**src/rtl/pkt_framer.sv**
```systemverilog
// pkt_framer
//   Parses a byte stream from an upstream FIFO into packets and forwards the
//   payload on a valid/ready byte interface.  Stream format: a header byte
//   ([7:6] destination port, [5:0] payload length L), then L payload bytes.
//   Zero-length headers are discarded and counted.
//
// Ports
//   clk, rst         clock, asynchronous active-low reset
//   en               allows new header reads (a packet in progress always completes)
//   fifo_empty       upstream FIFO empty flag
//   fifo_dout        upstream read data, valid one cycle after fifo_rd_en
//   fifo_rd_en       upstream pop request
//   out_valid/ready  output handshake
//   out_data         payload byte
//   out_sop/out_eop  first / last payload byte of a packet
//   out_port         destination port of the packet
//   pkt_cnt          packets completed on the output (wraps)
//   drop_cnt         zero-length headers discarded (wraps)
module pkt_framer #(
  parameter int unsigned CNT_W = 16
) (
  input  logic             clk,
  input  logic             rst,
  input  logic             en,
  input  logic             fifo_empty,
  input  logic [7:0]       fifo_dout,
  output logic             fifo_rd_en,
  output logic             out_valid,
  input  logic             out_ready,
  output logic [7:0]       out_data,
  output logic             out_sop,
  output logic             out_eop,
  output logic [1:0]       out_port,
  output logic [CNT_W-1:0] pkt_cnt,
  output logic [CNT_W-1:0] drop_cnt
);

  typedef enum logic [1:0] {
    R_HDR,
    R_HWAIT,
    R_PAY
  } rd_state_t;

  typedef struct packed {
    logic       sop;
    logic       eop;
    logic [1:0] port;
    logic [7:0] data;
  } beat_t;

  rd_state_t  state;
  logic [5:0] rem;
  logic       first;
  logic [1:0] cur_port;

  // Tags of the payload read issued last cycle; its data is on fifo_dout now.
  logic       infl_v;
  logic       infl_sop;
  logic       infl_eop;
  logic [1:0] infl_port;

  // Two-entry output buffer, buf0 is the head.
  beat_t      buf0;
  beat_t      buf1;
  logic [1:0] cnt;

  logic       pop;
  logic       hdr_rd;
  logic       pay_rd;
  logic [2:0] level;
  beat_t      in_beat;

  always_comb begin
    pop     = (cnt != 2'd0) && out_ready;
    level   = {1'b0, cnt} + {2'b00, infl_v} - {2'b00, pop};
    hdr_rd  = (state == R_HDR) && en && !fifo_empty;
    pay_rd  = (state == R_PAY) && !fifo_empty && (level < 3'd2);
    in_beat = '{sop: infl_sop, eop: infl_eop, port: infl_port, data: fifo_dout};
    // Left combinational so the pop never lags fifo_empty; gated so it is
    // held low for the whole time reset is asserted.
    fifo_rd_en = rst && (hdr_rd || pay_rd);
  end

  assign out_valid = (cnt != 2'd0);
  assign out_data  = buf0.data;
  assign out_sop   = buf0.sop;
  assign out_eop   = buf0.eop;
  assign out_port  = buf0.port;

  always_ff @(posedge clk or negedge rst) begin
    if (!rst) begin
      state     <= R_HDR;
      rem       <= '0;
      first     <= 1'b0;
      cur_port  <= '0;
      infl_v    <= 1'b0;
      infl_sop  <= 1'b0;
      infl_eop  <= 1'b0;
      infl_port <= '0;
      buf0      <= '0;
      buf1      <= '0;
      cnt       <= '0;
      pkt_cnt   <= '0;
      drop_cnt  <= '0;
    end else begin
      case (state)
        R_HDR: begin
          if (hdr_rd) state <= R_HWAIT;
        end
        R_HWAIT: begin
          cur_port <= fifo_dout[7:6];
          rem      <= fifo_dout[5:0];
          first    <= 1'b1;
          if (fifo_dout[5:0] == 6'd0) begin
            drop_cnt <= drop_cnt + 1'b1;
            state    <= R_HDR;
          end else begin
            state <= R_PAY;
          end
        end
        R_PAY: begin
          if (pay_rd) begin
            rem   <= rem - 6'd1;
            first <= 1'b0;
            if (rem == 6'd1) state <= R_HDR;
          end
        end
        default: state <= R_HDR;
      endcase

      infl_v <= pay_rd;
      if (pay_rd) begin
        infl_sop  <= first;
        infl_eop  <= (rem == 6'd1);
        infl_port <= cur_port;
      end

      // Read permission guarantees a push never finds both entries occupied
      // unless the head is popped in the same cycle.
      case ({pop, infl_v})
        2'b11: begin
          if (cnt == 2'd2) begin
            buf0 <= buf1;
            buf1 <= in_beat;
          end else begin
            buf0 <= in_beat;
          end
        end
        2'b10: begin
          buf0 <= buf1;
          cnt  <= cnt - 2'd1;
        end
        2'b01: begin
          if (cnt == 2'd0) buf0 <= in_beat;
          else             buf1 <= in_beat;
          cnt <= cnt + 2'd1;
        end
        default: ;
      endcase

      if (pop && buf0.eop) pkt_cnt <= pkt_cnt + 1'b1;
    end
  end

endmodule

```
**config.mk**
```make
export PLATFORM = sky130hd
export DESIGN_NAME = pkt_framer
export DESIGN_NICKNAME = d
export VERILOG_FILES = /design/src/rtl/pkt_framer.sv
export SDC_FILE = /design/constraint.sdc
export NUM_CORES = 1
export LEC_CHECK = 0
export CAP_MARGIN = 20
export CORE_MARGIN = 10
export CORE_UTILIZATION = 57
export CTS_BUF_LIST = sky130_fd_sc_hd__clkbuf_4 sky130_fd_sc_hd__clkbuf_8 sky130_fd_sc_hd__clkbuf_16
export DETAILED_ROUTE_END_ITERATION = 10
export PLACE_DENSITY = 0.85
export SLEW_MARGIN = 20
export SYNTH_ARGS = -nofsm -noshare
export SYNTH_HDL_FRONTEND = slang
export SYNTH_SLANG_ARGS = --single-unit
```
**constraint.sdc**
```tcl
create_clock -name clk -period 6 [get_ports clk]
set_input_delay 1.2 -clock clk [delete_from_list [all_inputs] [get_ports clk]]
set_output_delay 1.2 -clock clk [all_outputs]
set_load 0.03 [all_outputs]
```
==> qor.txt, run 1 <==
Status = complete, no violations
Die Y = 98.6 microns
Sequential fraction of the synthesis area = 0.526
Synthesized area per cell = 10.6 sq um
Clk root buf = clkbuf_8
Total number of vias = 2,734
Nets = 406
Num CTS Buffers = 9
Largest net degree at the start of global routing = 75
Relative slew slack = 0.394
#FFs+latches synth = 74
Final WL = 7930 microns
Ys async rst share = 1.00
Reg2Reg Depth = 9
TNS Setup = 0 ns
Yosys top cell by area = dfrtp_1
Crit-path slowest cell = clkdlybuf4s50_1
TritonCTS clock tree = yes
Most common cell after layout, fill and taps aside = dfrtp_1
Syn Inst Count = 331
Clock slew at the register clock pins of the worst setup and hold paths = 0.07 ns
Synthesized area = 3520 sq um
IO Port Bufs = 58
Crit-path max cell delay = 0.67 ns
CTS H-tree depth = 3
Hold Buf Count CTS = 0
Clk_lat worst skew = 0.35 ns
Synth top area share = 0.526
Worst setup SP type = input port
Final Cycle Share = 0.907
IO Count = 59
Synthesis warning total = 0
Crit Path Category = in -> out
Required @ worst endpoint = 4.80 ns
Worst setup path start = out_ready
Area delta synth->final = 22.7%
Syn nets = 349
Worst Tran Pin Value = 0.897 ns
Die width = 98.6 microns
Placement Rows = 28
Most frequent cells in the layout = dfrtp_1, clkdlybuf4s50_1, nand2_1
CP Data Arrival Time = 4.24 ns
Slew Viols, Final = 0
Core area = 5960 sq um
CP cell instances = clkdlybuf4s50_1 > inv_1 > nor2_1 > a21oi_1 > nand2b_1 > fa_1 > xnor2_1 > nand4_1 > inv_1 > o21a_1 > clkdlybuf4s50_1
Max Freq = 0.184 GHz
Vias in the first global route = 2,724
Final Setup Violations = 0
Max cap viols = 0
1st-pass router iterations = 4
Post-route minimum period = 5.44 ns
Worst vdd ir = 340 uV
Reg2Reg Launch Point = cnt[0]$_DFFE_PN0N_
Post-CTS Setup Bufs = 0
Clock Skew = 0.00696 ns
Post-route ant nets = 0
Fin. Hold Viols = 0
Die area = 9720 sq um
Clock Path Buffers = 2
Number of synthesized flops with an enable pin = 0
Maximum fanout along the worst path = 7
Hpwl dp = 5550 microns
Terminus of the critical flop-to-flop path = rem[3]$_DFFE_PN0P_
CTS Sinks = 74
Average wire per standard cell = 16.9 microns
Drc violations = 0
Post-CTS sizing = 0
Total power = 1.79 mW
Global-route wire length before repair = 13,500 microns
Vias per cell = 5.84
Diode count = 0
Worst R2R Setup Slack = 2.57 ns
CP endpoint = fifo_rd_en
Share of layout cells above drive strength 1 = 0.112
RSZ-0062 raised after global routing = false
Leakage = 1.85 nW
PD cells = 414 nW/um^2
Post-synth top flop = dfrtp_1
Unique masters post-synth = 44
Crit. End Element = output pin
GRT Total Usage = 0.167
Synth top area cells = dfrtp_1, xnor2_1, mux2_2
GRT overflow = 0
DRT iter0 DRCs = 131
Initial antenna violation count = 0
Final GP Congestion = 0.830
Hold Path Class = reg -> reg
Initial core utilization = 0.591
[area by class of cell]
type / count / area [sq um]
Sequential cell: 74 / 1850
Fill cell: 431 / 1640
Multi-Input combinational cell: 237 / 1590
Timing Repair Buffer: 60 / 591
Clock buffer: 11 / 145
Tap cell: 75 / 93.8
Clock inverter: 5 / 30.0
Inverter: 6 / 22.5
[power by group]
group | internal (mW) | leakage (nW) | switching [mW] | total [mW]
sequential | 0.642 | 0.951 | 0.144 | 0.785
clock | 0.164 | 0.0885 | 0.176 | 0.340
combinational | 0.297 | 0.814 | 0.368 | 0.665
total | 1.10 | 1.85 | 0.688 | 1.79
[critical path, delay by kind of cell]
kind,cells,cell delay [ns]
buffers and inverters,4,1.42
and+or+nand+nor,3,0.74
adders and majority gates,1,0.42
AOI/OAI and AO/OA,2,0.23
xor gates and xnor gates,1,0.23
[cell usage after synthesis, drive strengths merged (2+ instances only)]
master and n:
mux2 16, nand2b 5, and4 3, nand2 39, nand4 9, mux2i 12, xor2 8, nor2 16
a21oi 22, ha 4, clkbuf 8, buf 6, nor3 5, or4b 2, nor2b 2, nand3 9
o22ai 13, dfrtp 74, xnor2 24, and3 6, nor4 4, inv 6, o21ai 20
[stage by stage]
stage	cells	hold WS (ns)	area (sq um)	utilization	worst slack [ns]
after floorplan	331	0.442	3520	-	1.63
after global placement	452	0.458	4150	0.696	0.703
after detailed placement	452	0.467	4150	0.696	0.615
after CTS	468	0.485	4320	0.725	0.547
after global routing	468	0.501	4320	0.725	0.359
final	468	0.481	4320	0.725	0.561
[cells by family (layout without fill, tap and decap cells)]
family,Yosys count,count (layout),synth area share
fa+ha+maj,5,5,0.0199
compound gates,63,63,0.101
mux,28,28,0.0853
simple gates,109,109,0.165
xor+xnor,32,32,0.0796
buf+inv,20,82,0.0235
flops,74,74,0.526
[layer usage]
layer | share of wire | routed length (microns) | GRT usage | up-vias
met3 | 0.056 | 446 | 0.0461 | 16
met4 | 0.021 | 167 | 0.0772 | 0
met5 | 0 | 0 | 0 | -
met2 | 0.48 | 3780 | 0.259 | 83
met1 | 0.45 | 3540 | 0.212 | 1348
li1 | - | - | - | 1287
[sequential cells by signal, indices dropped and copies added, names as in the netlist]
signal / flops
buf1: 12
infl_sop: 1
pkt_cnt: 16
cur_port: 2
first: 1
infl_port: 2
out_data: 8
out_eop: 1
out_sop: 1
infl_eop: 1
rem: 6
out_port: 2
state: 2
infl_v: 1
drop_cnt: 16
cnt: 2
[worst min-delay path by stage]
stage | start | to | slack (ns) | depth (start not counted)
after global placement | drop_cnt[15]$_DFFE_PN0P_ | drop_cnt[15]$_DFFE_PN0P_ | 0.46 | 1
after floorplan | cur_port[0]$_DFFE_PN0P_ | cur_port[0]$_DFFE_PN0P_ | 0.44 | 2
after global routing | pkt_cnt[15]$_DFFE_PN0P_ | pkt_cnt[15]$_DFFE_PN0P_ | 0.50 | 1
after detailed placement | cur_port[0]$_DFFE_PN0P_ | cur_port[0]$_DFFE_PN0P_ | 0.47 | 2
after CTS | cur_port[1]$_DFFE_PN0P_ | cur_port[1]$_DFFE_PN0P_ | 0.49 | 2
final | cur_port[0]$_DFFE_PN0P_ | cur_port[0]$_DFFE_PN0P_ | 0.48 | 2
No activity file was read; power rests on OpenSTA's default activity.
==> run 2, diff against run 1 <==
Settings changed: CORE_UTILIZATION 57 to 53, CTS_CLUSTER_DIAMETER set to 100, PLACE_DENSITY 0.85 to 0.8.
Clock period 6 ns to 6.2 ns, I/O delays scaled along.
==> qor.txt, run 2 (synthesis gave the netlist of run 1 again) <==
Status = complete, no violations
Core area = 6390 sq um
Clk_lat worst skew = 0.35 ns
Final worst slack = 0.724 ns
CTS H-tree depth = 3
Vias in the first global route = 2,788
FILL cells = 510
Clk root buf = clkbuf_8
Worst vdd ir = 284 uV
IO Port Bufs = 58
Post-CTS Setup Bufs = 0
Most common cell after layout, fill and taps aside = dfrtp_1
Slew Viols, Final = 0
Die Y = 102 microns
Switching power total = 0.678 mW
Placed cells = 454
Max Freq = 0.183 GHz
Comb power frac = 0.370
Num CTS Buffers = 9
Pre-CTS setup slack = 0.692 ns
Final non-filler cell total = 470
Largest net degree at the start of global routing = 75
Final Setup Violations = 0
Total power = 1.74 mW
Hpwl dp = 5780 microns
Biggest regs = drop_cnt x16, pkt_cnt x16, buf1 x12
Post-route minimum period = 5.48 ns
Initial antenna violation count = 0
Final WL = 8130 microns
Multi-input gate area = 1590 sq um
GRT Total Usage = 0.164
Share of layout cells above drive strength 1 = 0.112
Fin. Hold Viols = 0
RSZ-0062 raised after global routing = false
Area delta synth->final = 22.6%
Hold Path Class = reg -> reg
Power Internal = 1.06 mW
Placement Rows = 29
GRT overflow = 0
Vias per cell = 5.78
Total number of vias = 2,715
TNS Setup = 0 ns
DRT iter0 DRCs = 173
Crit. End Element = output pin
Worst R2R Setup Slack = 2.79 ns
Final GP Congestion = 0.823
Worst setup SP type = input port
Crit Path Category = in -> out
Average wire per standard cell = 17.3 microns
IO Count = 59
Global-route wire length before repair = 13,800 microns
Diode count = 0
Clock Skew = 0.00881 ns
Post-CTS sizing = 0
Die width = 102 microns
Relative slew slack = 0.375
Post-route ant nets = 0
Hold Buf Count CTS = 0
Clock Path Buffers = 2
Drc violations = 0
Initial core utilization = 0.551
Nets = 406
Clock Power Share = 0.191
TritonCTS clock tree = yes
Die area = 10,300 sq um
Hold slack = 0.467 ns
Leakage = 1.86 nW
Sw Ratio = 0.390
Worst Tran Pin Value = 0.926 ns
1st-pass router iterations = 4
Final Cycle Share = 0.883
Clock slew at the register clock pins of the worst setup and hold paths = 0.07 ns
Most frequent cells in the layout = dfrtp_1, clkdlybuf4s50_1, nand2_1
Max cap viols = 0
Required @ worst endpoint = 4.96 ns
PD cells = 403 nW/um^2
CP Data Arrival Time = 4.24 ns
CTS Sinks = 74
Sequential share of power = 0.438
Maximum fanout along the worst path = 7
Register Area = 1850 sq um
[run 2: worst max-delay path, stage by stage]
cell and delay (ns):
clkdlybuf4s50_1 0.51, inv_1 0.09, nor2_1 0.19, a21oi_1 0.09, nand2b_1 0.20, fa_1 0.41
xnor2_1 0.18, nand4_1 0.33, inv_1 0.19, o21a_1 0.14, clkdlybuf4s50_1 0.66
[run 2: area by class of cell]
class | instances | share of cell area
Clock inverter | 5 | 0.00724
Clock buffer | 11 | 0.0322
Multi-Input combinational cell | 237 | 0.367
Inverter | 6 | 0.00522
Timing Repair Buffer | 60 | 0.137
Sequential cell | 74 | 0.429
Tap cell | 77 | 0.0223
[run 2: power groups by stage]
stage | Clock, mW | Combinational [mW] | Sequential, mW
finish | 0.333 | 0.644 | 0.762
floorplan | 0 | 0.367 | 0.813
CTS | 0.339 | 0.651 | 0.761
global route | 0.360 | 0.713 | 0.787
detailed placement | 0 | 0.645 | 0.770
global placement | 0 | 0.622 | 0.760
[run 2: worst paths after layout]
kind | startpoint | to | cells past startpoint
worst max-delay path | out_ready | fifo_rd_en | 11
worst min-delay path | drop_cnt[15]$_DFFE_PN0P_ | drop_cnt[15]$_DFFE_PN0P_ | 1
worst max register to register | cnt[0]$_DFFE_PN0N_ | rem[5]$_DFFE_PN0P_ | 9
worst min register to register | drop_cnt[15]$_DFFE_PN0P_ | drop_cnt[15]$_DFFE_PN0P_ | 1
max in group asynchronous | rst | out_data[7]$_DFFE_PN0P_ | 2
min in group asynchronous | rst | drop_cnt[8]$_DFFE_PN0P_ | 2
[run 2: through the flow]
| stage | cell area [sq um] | utilization |
|---|---|---|
| floorplan | 3520 | - |
| global placement | 4150 | 0.649 |
| detailed placement | 4150 | 0.649 |
| CTS | 4320 | 0.676 |
| global route | 4320 | 0.676 |
| finish | 4320 | 0.676 |
[run 2: per-layer routing]
layer	global-route usage	vias to the layer above	routed length (microns)
met5	0	-	0
met4	0.0450	0	99
met3	0.0640	11	619
met2	0.268	71	3960
met1	0.199	1343	3450
li1	-	1290	-
